--- src/rtl/mem_arb_pkg.sv ---
// Shared types and constants for the two-port data-memory arbiter.
package mem_arb_pkg;

    localparam int DEFAULT_ADDR_W = 32;
    localparam int DEFAULT_DATA_W = 32;

    localparam logic PORT_A = 1'b0;
    localparam logic PORT_B = 1'b1;

    typedef enum logic [1:0] {
        IDLE   = 2'd0,
        ACCESS = 2'd1,
        RESP   = 2'd2
    } state_t;

endpackage

--- src/rtl/mem_arb_pick.sv ---
// Winner selection between requesters A and B.
// MEM_ARB_ROUND_ROBIN_EN selects round-robin; otherwise A has fixed priority.
module mem_arb_pick
    import mem_arb_pkg::*;
(
`ifdef MEM_ARB_ROUND_ROBIN_EN
    input  logic Clk,
    input  logic Rst_n,
    input  logic grant,
`endif
    input  logic req_a,
    input  logic req_b,
    output logic winner
);

`ifdef MEM_ARB_ROUND_ROBIN_EN
    // Remembers the last granted port; resets to B so that A is preferred first.
    logic last_reg;

    always_ff @(posedge Clk) begin
        if (!Rst_n) begin
            last_reg <= PORT_B;
        end else if (grant) begin
            last_reg <= winner;
        end
    end

    always_comb begin
        winner = PORT_B;
        if (req_a && req_b) begin
            winner = (last_reg == PORT_A) ? PORT_B : PORT_A;
        end else if (req_a) begin
            winner = PORT_A;
        end
    end
`else
    assign winner = req_a ? PORT_A : PORT_B;
`endif

endmodule

--- src/rtl/mem_arbiter.sv ---
// Two-port arbiter sharing one single-cycle data memory (IDLE -> ACCESS -> RESP).
// Optional MEM_ARB_ROUND_ROBIN_EN enables round-robin arbitration.
module mem_arbiter
    import mem_arb_pkg::*;
#(
    parameter int ADDR_W = DEFAULT_ADDR_W,
    parameter int DATA_W = DEFAULT_DATA_W
) (
    input  logic              Clk,
    input  logic              Rst_n,
    input  logic              ReqA,
    input  logic              WeA,
    input  logic [ADDR_W-1:0] AddrA,
    input  logic [DATA_W-1:0] WDataA,
    input  logic              ReqB,
    input  logic              WeB,
    input  logic [ADDR_W-1:0] AddrB,
    input  logic [DATA_W-1:0] WDataB,
    output logic              GntA,
    output logic              GntB,
    output logic              RValidA,
    output logic              RValidB,
    output logic [DATA_W-1:0] RData,
    output logic [ADDR_W-1:0] MemAddress,
    output logic [DATA_W-1:0] MemWriteData,
    output logic              MemRead,
    output logic              MemWrite,
    input  logic [DATA_W-1:0] MemReadData
);

    state_t            state_reg, state_next;
    logic              cmd_we_reg;
    logic [ADDR_W-1:0] cmd_addr_reg;
    logic [DATA_W-1:0] cmd_wdata_reg;
    logic              cmd_port_reg;
    logic              winner;
    logic              take;

    assign take = (state_reg == IDLE) && (ReqA || ReqB);

    mem_arb_pick u_pick (
`ifdef MEM_ARB_ROUND_ROBIN_EN
        .Clk    (Clk),
        .Rst_n  (Rst_n),
        .grant  (take),
`endif
        .req_a  (ReqA),
        .req_b  (ReqB),
        .winner (winner)
    );

    always_ff @(posedge Clk) begin
        if (!Rst_n) begin
            state_reg     <= IDLE;
            cmd_we_reg    <= 1'b0;
            cmd_addr_reg  <= '0;
            cmd_wdata_reg <= '0;
            cmd_port_reg  <= PORT_A;
        end else begin
            state_reg <= state_next;
            if (take) begin
                cmd_port_reg  <= winner;
                cmd_we_reg    <= (winner == PORT_B) ? WeB    : WeA;
                cmd_addr_reg  <= (winner == PORT_B) ? AddrB  : AddrA;
                cmd_wdata_reg <= (winner == PORT_B) ? WDataB : WDataA;
            end
        end
    end

    always_comb begin
        state_next = state_reg;
        case (state_reg)
            IDLE:    if (take) state_next = ACCESS;
            ACCESS:  state_next = cmd_we_reg ? IDLE : RESP;
            RESP:    state_next = IDLE;
            default: state_next = IDLE;
        endcase
    end

    // The command register feeds the memory bus permanently; only the enables are gated.
    always_comb begin
        GntA         = 1'b0;
        GntB         = 1'b0;
        RValidA      = 1'b0;
        RValidB      = 1'b0;
        RData        = '0;
        MemRead      = 1'b0;
        MemWrite     = 1'b0;
        MemAddress   = cmd_addr_reg;
        MemWriteData = cmd_wdata_reg;
        case (state_reg)
            ACCESS: begin
                MemWrite = cmd_we_reg;
                MemRead  = !cmd_we_reg;
                GntA     = (cmd_port_reg == PORT_A);
                GntB     = (cmd_port_reg == PORT_B);
            end
            RESP: begin
                RData   = MemReadData;
                RValidA = (cmd_port_reg == PORT_A);
                RValidB = (cmd_port_reg == PORT_B);
            end
            default: ;
        endcase
    end

endmodule

--- config.mk ---
export PLATFORM = sky130hd
export DESIGN_NAME = mem_arbiter
export DESIGN_NICKNAME = d
export VERILOG_FILES = /design/src/rtl/mem_arb_pkg.sv /design/src/rtl/mem_arb_pick.sv /design/src/rtl/mem_arbiter.sv
export SDC_FILE = /design/constraint.sdc
export NUM_CORES = 1
export LEC_CHECK = 0
export BUFFER_PORTS_ARGS = -buffer_cell sky130_fd_sc_hd__clkbuf_2
export CORE_AREA = 2 2 104 106
export DETAILED_ROUTE_END_ITERATION = 16
export DIE_AREA = 0 0 106 108
export PLACE_DENSITY = 0.71
export SETUP_SLACK_MARGIN = 0.4
export SLEW_MARGIN = 15
export SYNTH_ARGS = -nofsm -noshare
export SYNTH_HDL_FRONTEND = slang
export SYNTH_HIERARCHICAL = 1
export SYNTH_SLANG_ARGS = --single-unit
--- constraint.sdc ---
create_clock -name Clk -period 1.5 [get_ports Clk]
set_input_delay 0.15 -clock Clk [delete_from_list [all_inputs] [get_ports Clk]]
set_output_delay 0.15 -clock Clk [all_outputs]
set_load 0.005 [all_outputs]
---- After elaboration in Yosys (flattened, before gate mapping) ----
Cells that the tools add are included.
storage, ports and cells
  bits in registers ....................... 68
  latch bits .............................. 0
  bits in writable memories ............... 0
  memory bits (read-only) ................. 0
  bits of input ports ..................... 166
  output and inout port bits .............. 102
  memories ................................ 0
operators by class
  add/sub/neg operators ................... 0
  multipliers ............................. 0
  divide/modulo/power cells ............... 0
  magnitude comparators ................... 0
  equality and inequality tests ........... 3
  shift operators ......................... 0
  mux-type cells .......................... 14
  bitwise logic cells ..................... 1
  reduce and logical (&&, ||, !) cells .... 4
operator list
  kind                                                             count
  32-bit 2-to-1 mux                                                3
  1-bit 2-to-1 mux                                                 8
  2-bit 2-to-1 mux                                                 2
  2-bit case mux with 2 select lines                               1
  2-bit by 1-bit == test with 1-bit output, second input constant  1
  2-bit == test, second input constant                             1
  2-bit zero test                                                  1
  2-bit != test, second input constant                             1
  1-bit logical AND                                                1
  1-bit zero test                                                  1
  1-bit logical OR                                                 1
  1-bit NOT                                                        1

---- Longest topological paths before layout ----
  word-level depth ........................ 4
  mapped depth ............................ 6
  gate-level depth less buffers ........... 3

---- Cells and area by module ----
Netlist, hierarchy kept.
modules (own cells, without submodules)
  module        instances  cells an instance  area each (um2)  sequential area each (um2)
  mem_arbiter   1          354                3,601.0          1,361.3
  mem_arb_pick  1          1                  3.8              0.0

---- Least setup slack after synthesis ----
Ideal clock, no wire load.
  path kind ............................... register to register
  start ................................... register state_reg[1]
  end ..................................... register cmd_addr_reg[0], in the netlist MemAddress[0]
  data arrival time ....................... 1.114 ns
  data required time ...................... 1.419 ns
  path slack .............................. 0.304 ns
  cell stages (with the launch flop) ...... 6
  path buffers ............................ 2
  path through ............................ dfxtp_1 nor2_2 buf_2 buf_2 a21oi_1 a211oi_2
between the ends
  longest elaborated chain between the ends .. 2
ends and longest elaborated chain
  item                    RTL line           source
  from (decl)             mem_arbiter.sv:31  state_t state_reg, state_next;
  from (signal assigned)  mem_arbiter.sv:60  state_reg <= state_next;
  2-bit zero test         mem_arbiter.sv:39  assign take = (state_reg == IDLE) && (ReqA || ReqB);
  1-bit logical AND       mem_arbiter.sv:39
  to (signal assigned)    mem_arbiter.sv:64  cmd_addr_reg <= (winner == PORT_B) ? AddrB : AddrA;
  to (decl)               mem_arbiter.sv:33  logic [ADDR_W-1:0] cmd_addr_reg;
Every way passes these cells.
A chain may end at the register's enable or synchronous reset.

---- Worst setup path in the final report ----
  start ................................... register state_reg[0]
  end ..................................... output port RData[11]
between the ends
  longest elaborated chain between the ends .. 2
ends and longest elaborated chain
  item               RTL line           source
  2-bit == test      mem_arbiter.sv:91  case (state_reg)
  32-bit 2-to-1 mux  mem_arbiter.sv:91
  to (decl)          mem_arbiter.sv:23  output logic [DATA_W-1:0] RData,
Every way passes these cells.

==> flow_summary.json <==
{
  "status": "finished with violations",
  "violations": "setup timing",
  "crit_arrival_ns": 1.37,
  "max_freq_mhz": 658,
  "top_usage_layer": "met2",
  "grt_usage_pct": 21.5,
  "grt_pass1_wl_mm": 19.3,
  "postCtsHoldBufs": 0,
  "worst_setup_path_end_kind": "primary output",
  "cpLargestDelayFamily": "simple AND/OR/NAND/NOR gates",
  "cpMaxStageDelayCell": "dfxtp_4",
  "ys_warn_count": 6,
  "slew_headroom_pct": 66.9,
  "grt-ovfl-total": 0,
  "cts_tree": "yes",
  "placed_area_um2": 5160,
  "clk_path_buf_depth": 2,
  "setup_ws_ns": -0.0209,
  "cts_buffers": 9,
  "crit_required_ns": 1.35,
  "p_leak_uw": 0.00312,
  "hold_ws_ns": 0.0940,
  "period_minus_slack_ns": 1.52,
  "grt_pass1_vias": 3888,
  "syn2layout_area_growth_pct": 78.8,
  "grt_max_degree": 39,
  "synthCells": 355,
  "vdd_drop_max_uv": 462,
  "num_vias": 3901,
  "ys_types": 20,
  "syn_nets": 521,
  "vias_per_cell": 4.96,
  "grtUsageMet3_pct": 5.73,
  "initial_core_util_pct": 35.2,
  "max_stage_delay_ns": 0.35,
  "ios": 268,
  "worst_setup_path_start_kind": "flip-flop",
  "antenna_found_initial": 0,
  "tightestPinTransition_ns": 0.497,
  "cts.sinks": 68,
  "htreeDepth": 3,
  "maxCapViolCount": 0,
  "synth-seq-cells": 68,
  "syn-cell-area_um2": 3600,
  "use_met2_pct": 37.8,
  "design.core.area_um2": 10200,
  "fin_area_um2": 6450,
  "power.density_nw_per_um2": 886,
  "first_pass_iters": 6,
  "fillers": 863,
  "setup_violations": 1,
  "hold_violations": 0,
  "slew_violations": 0,
  "die_y_um": 108,
  "die_w_um": 106,
  "crit_type": "flip-flop to primary output",
  "worstPathCellList": "nor2b_4 -> buf_6 -> and2_1 -> clkbuf_2",
  "crit_buf_inv": 2,
  "io_buffers": 267,
  "crit_fanout": 9,
  "use_met1_pct": 25.8,
  "synth_area_per_cell_um2": 10.2,
  "final_util_pct": 63.0,
  "rows": 37,
  "die_area_um2": 11400,
  "nNetsFinal": 811,
  "diodes": 0,
  "finClkSkew_ns": 0.00963,
  "wirelength_mm": 13.5,
  "dpl.hpwl_mm": 8.25,
  "drive_above_1_share_pct": 70.6,
  "drtIter0Drc": 157,
  "insertion_delay_ns": 0.34,
  "post_drt_wl_per_cell_um": 17.2,
  "finalCritPeriodShare_pct": 101,
  "clockRootBuffer": "clkbuf_8",
  "worstHoldPathType": "primary input to flip-flop",
  "antenna_left": 0,
  "path_clk_slew_ns": 0.07,
  "drc": 0,
  "place_congestion": 0.719,
  "rsz0062_at_grt": "yes",
  "ys_seq_area_share_pct": 37.8
}
## cell usage in the layout (no fill, tap or decap), types with 2 or more instances in the layout
| master | n |
|---|---|
| clkinvlp_4 | 2 |
| a21oi_2 | 21 |
| buf_16 | 12 |
| clkinv_2 | 4 |
| a21oi_4 | 5 |
| inv_1 | 2 |
| a21oi_1 | 40 |
| clkbuf_1 | 2 |
| mux2i_1 | 65 |
| buf_6 | 38 |
| buf_12 | 17 |
| buf_4 | 6 |
| and2_4 | 24 |
| nor2_2 | 2 |
| a211oi_2 | 64 |
| clkbuf_2 | 236 |
| dfxtp_1 | 66 |
| and2_1 | 11 |
| clkbuf_8 | 10 |
| nor2_1 | 2 |
| buf_2 | 8 |
## area by class of cell
| cell class | instances | area [um^2] | area share [%] |
|---|---|---|---|
| Sequential cell | 68 | 1370 | 21.2 |
| Tap cell | 136 | 170 | 2.64 |
| Clock buffer | 12 | 145 | 2.25 |
| Multi-Input combinational cell | 243 | 2310 | 35.8 |
| Clock inverter | 4 | 25.0 | 0.388 |
| Timing Repair Buffer | 319 | 2410 | 37.4 |
| Inverter | 4 | 17.5 | 0.272 |
## per-layer routing
layer	part of all wire [%]	wire length [um]	vias to the layer above
met5	0	0	-
met4	1.4	191	0
met3	6.3	849	16
met2	52	7050	160
met1	40	5440	1840
li1	-	-	1885
## cell usage after synthesis (all sizes together)
library cell,instances,share of area [%]
dfxtp,68,38
a21oi,66,9.2
a211oi,65,20
mux2i,65,18
and2,35,6.1
buf,24,4.5
clkbuf,16,1.7
nor2,5,0.59
inv,4,0.42
a21o,1,0.21
and3,1,0.17
nand2b,1,0.17
nand3,1,0.14
nor2b,1,0.17
nor3,1,0.14
or2,1,0.17
## per-stage QoR
stage                     cells  power, uW  setup TNS, ns  worst slack (ns)
after floorplan             355       3050              0             0.353
after global placement      733       3610              0             0.220
after detailed placement    733       3660              0             0.201
after CTS                   784       5600              0           0.00696
after global routing        786       6000          -2.10            -0.108
final                       786       5710        -0.0209           -0.0209
## worst paths after layout
path / from / endpoint / slack, ns / depth (start not counted)
worst max-delay path: state_reg[0]$_SDFFE_PN0P_ / RData[11] / -0.02 / 4
worst min-delay path: Rst_n / state_reg[0]$_SDFFE_PN0P_ / 0.09 / 2
worst max register to register: state_reg[0]$_SDFFE_PN0P_ / MemWriteData[20]$_SDFFE_PN0P_ / 0.04 / 7
worst min register to register: MemAddress[7]$_SDFFE_PN0P_ / MemAddress[7]$_SDFFE_PN0P_ / 0.51 / 2
## power breakdown
part	total, uW	internal, uW	switching (uW)
logic	2200	1240	960
registers	2160	2020	137
clock network	1360	641	714
total	5710	3900	1810
## cells by family (layout without fill, tap and decap cells)
logic type	Yosys count	after routing	synth area share, %
flip-flops	68	68	37.8
AO/OA/AOI/OAI	132	132	29.9
multiplexers	65	65	18.0
buffers and inverters	44	339	6.63
AND/OR/NAND/NOR	46	46	7.71
## timing repair
item | 4_1_cts | 5_1_grt
setup endpoints to repair | 104 | 105
buffers inserted | 18 | 2
gates cloned | 17 | 0
pin swaps | 37 | 29
resized for setup | 45 | 89
No activity file was read; power rests on OpenSTA's default activity.
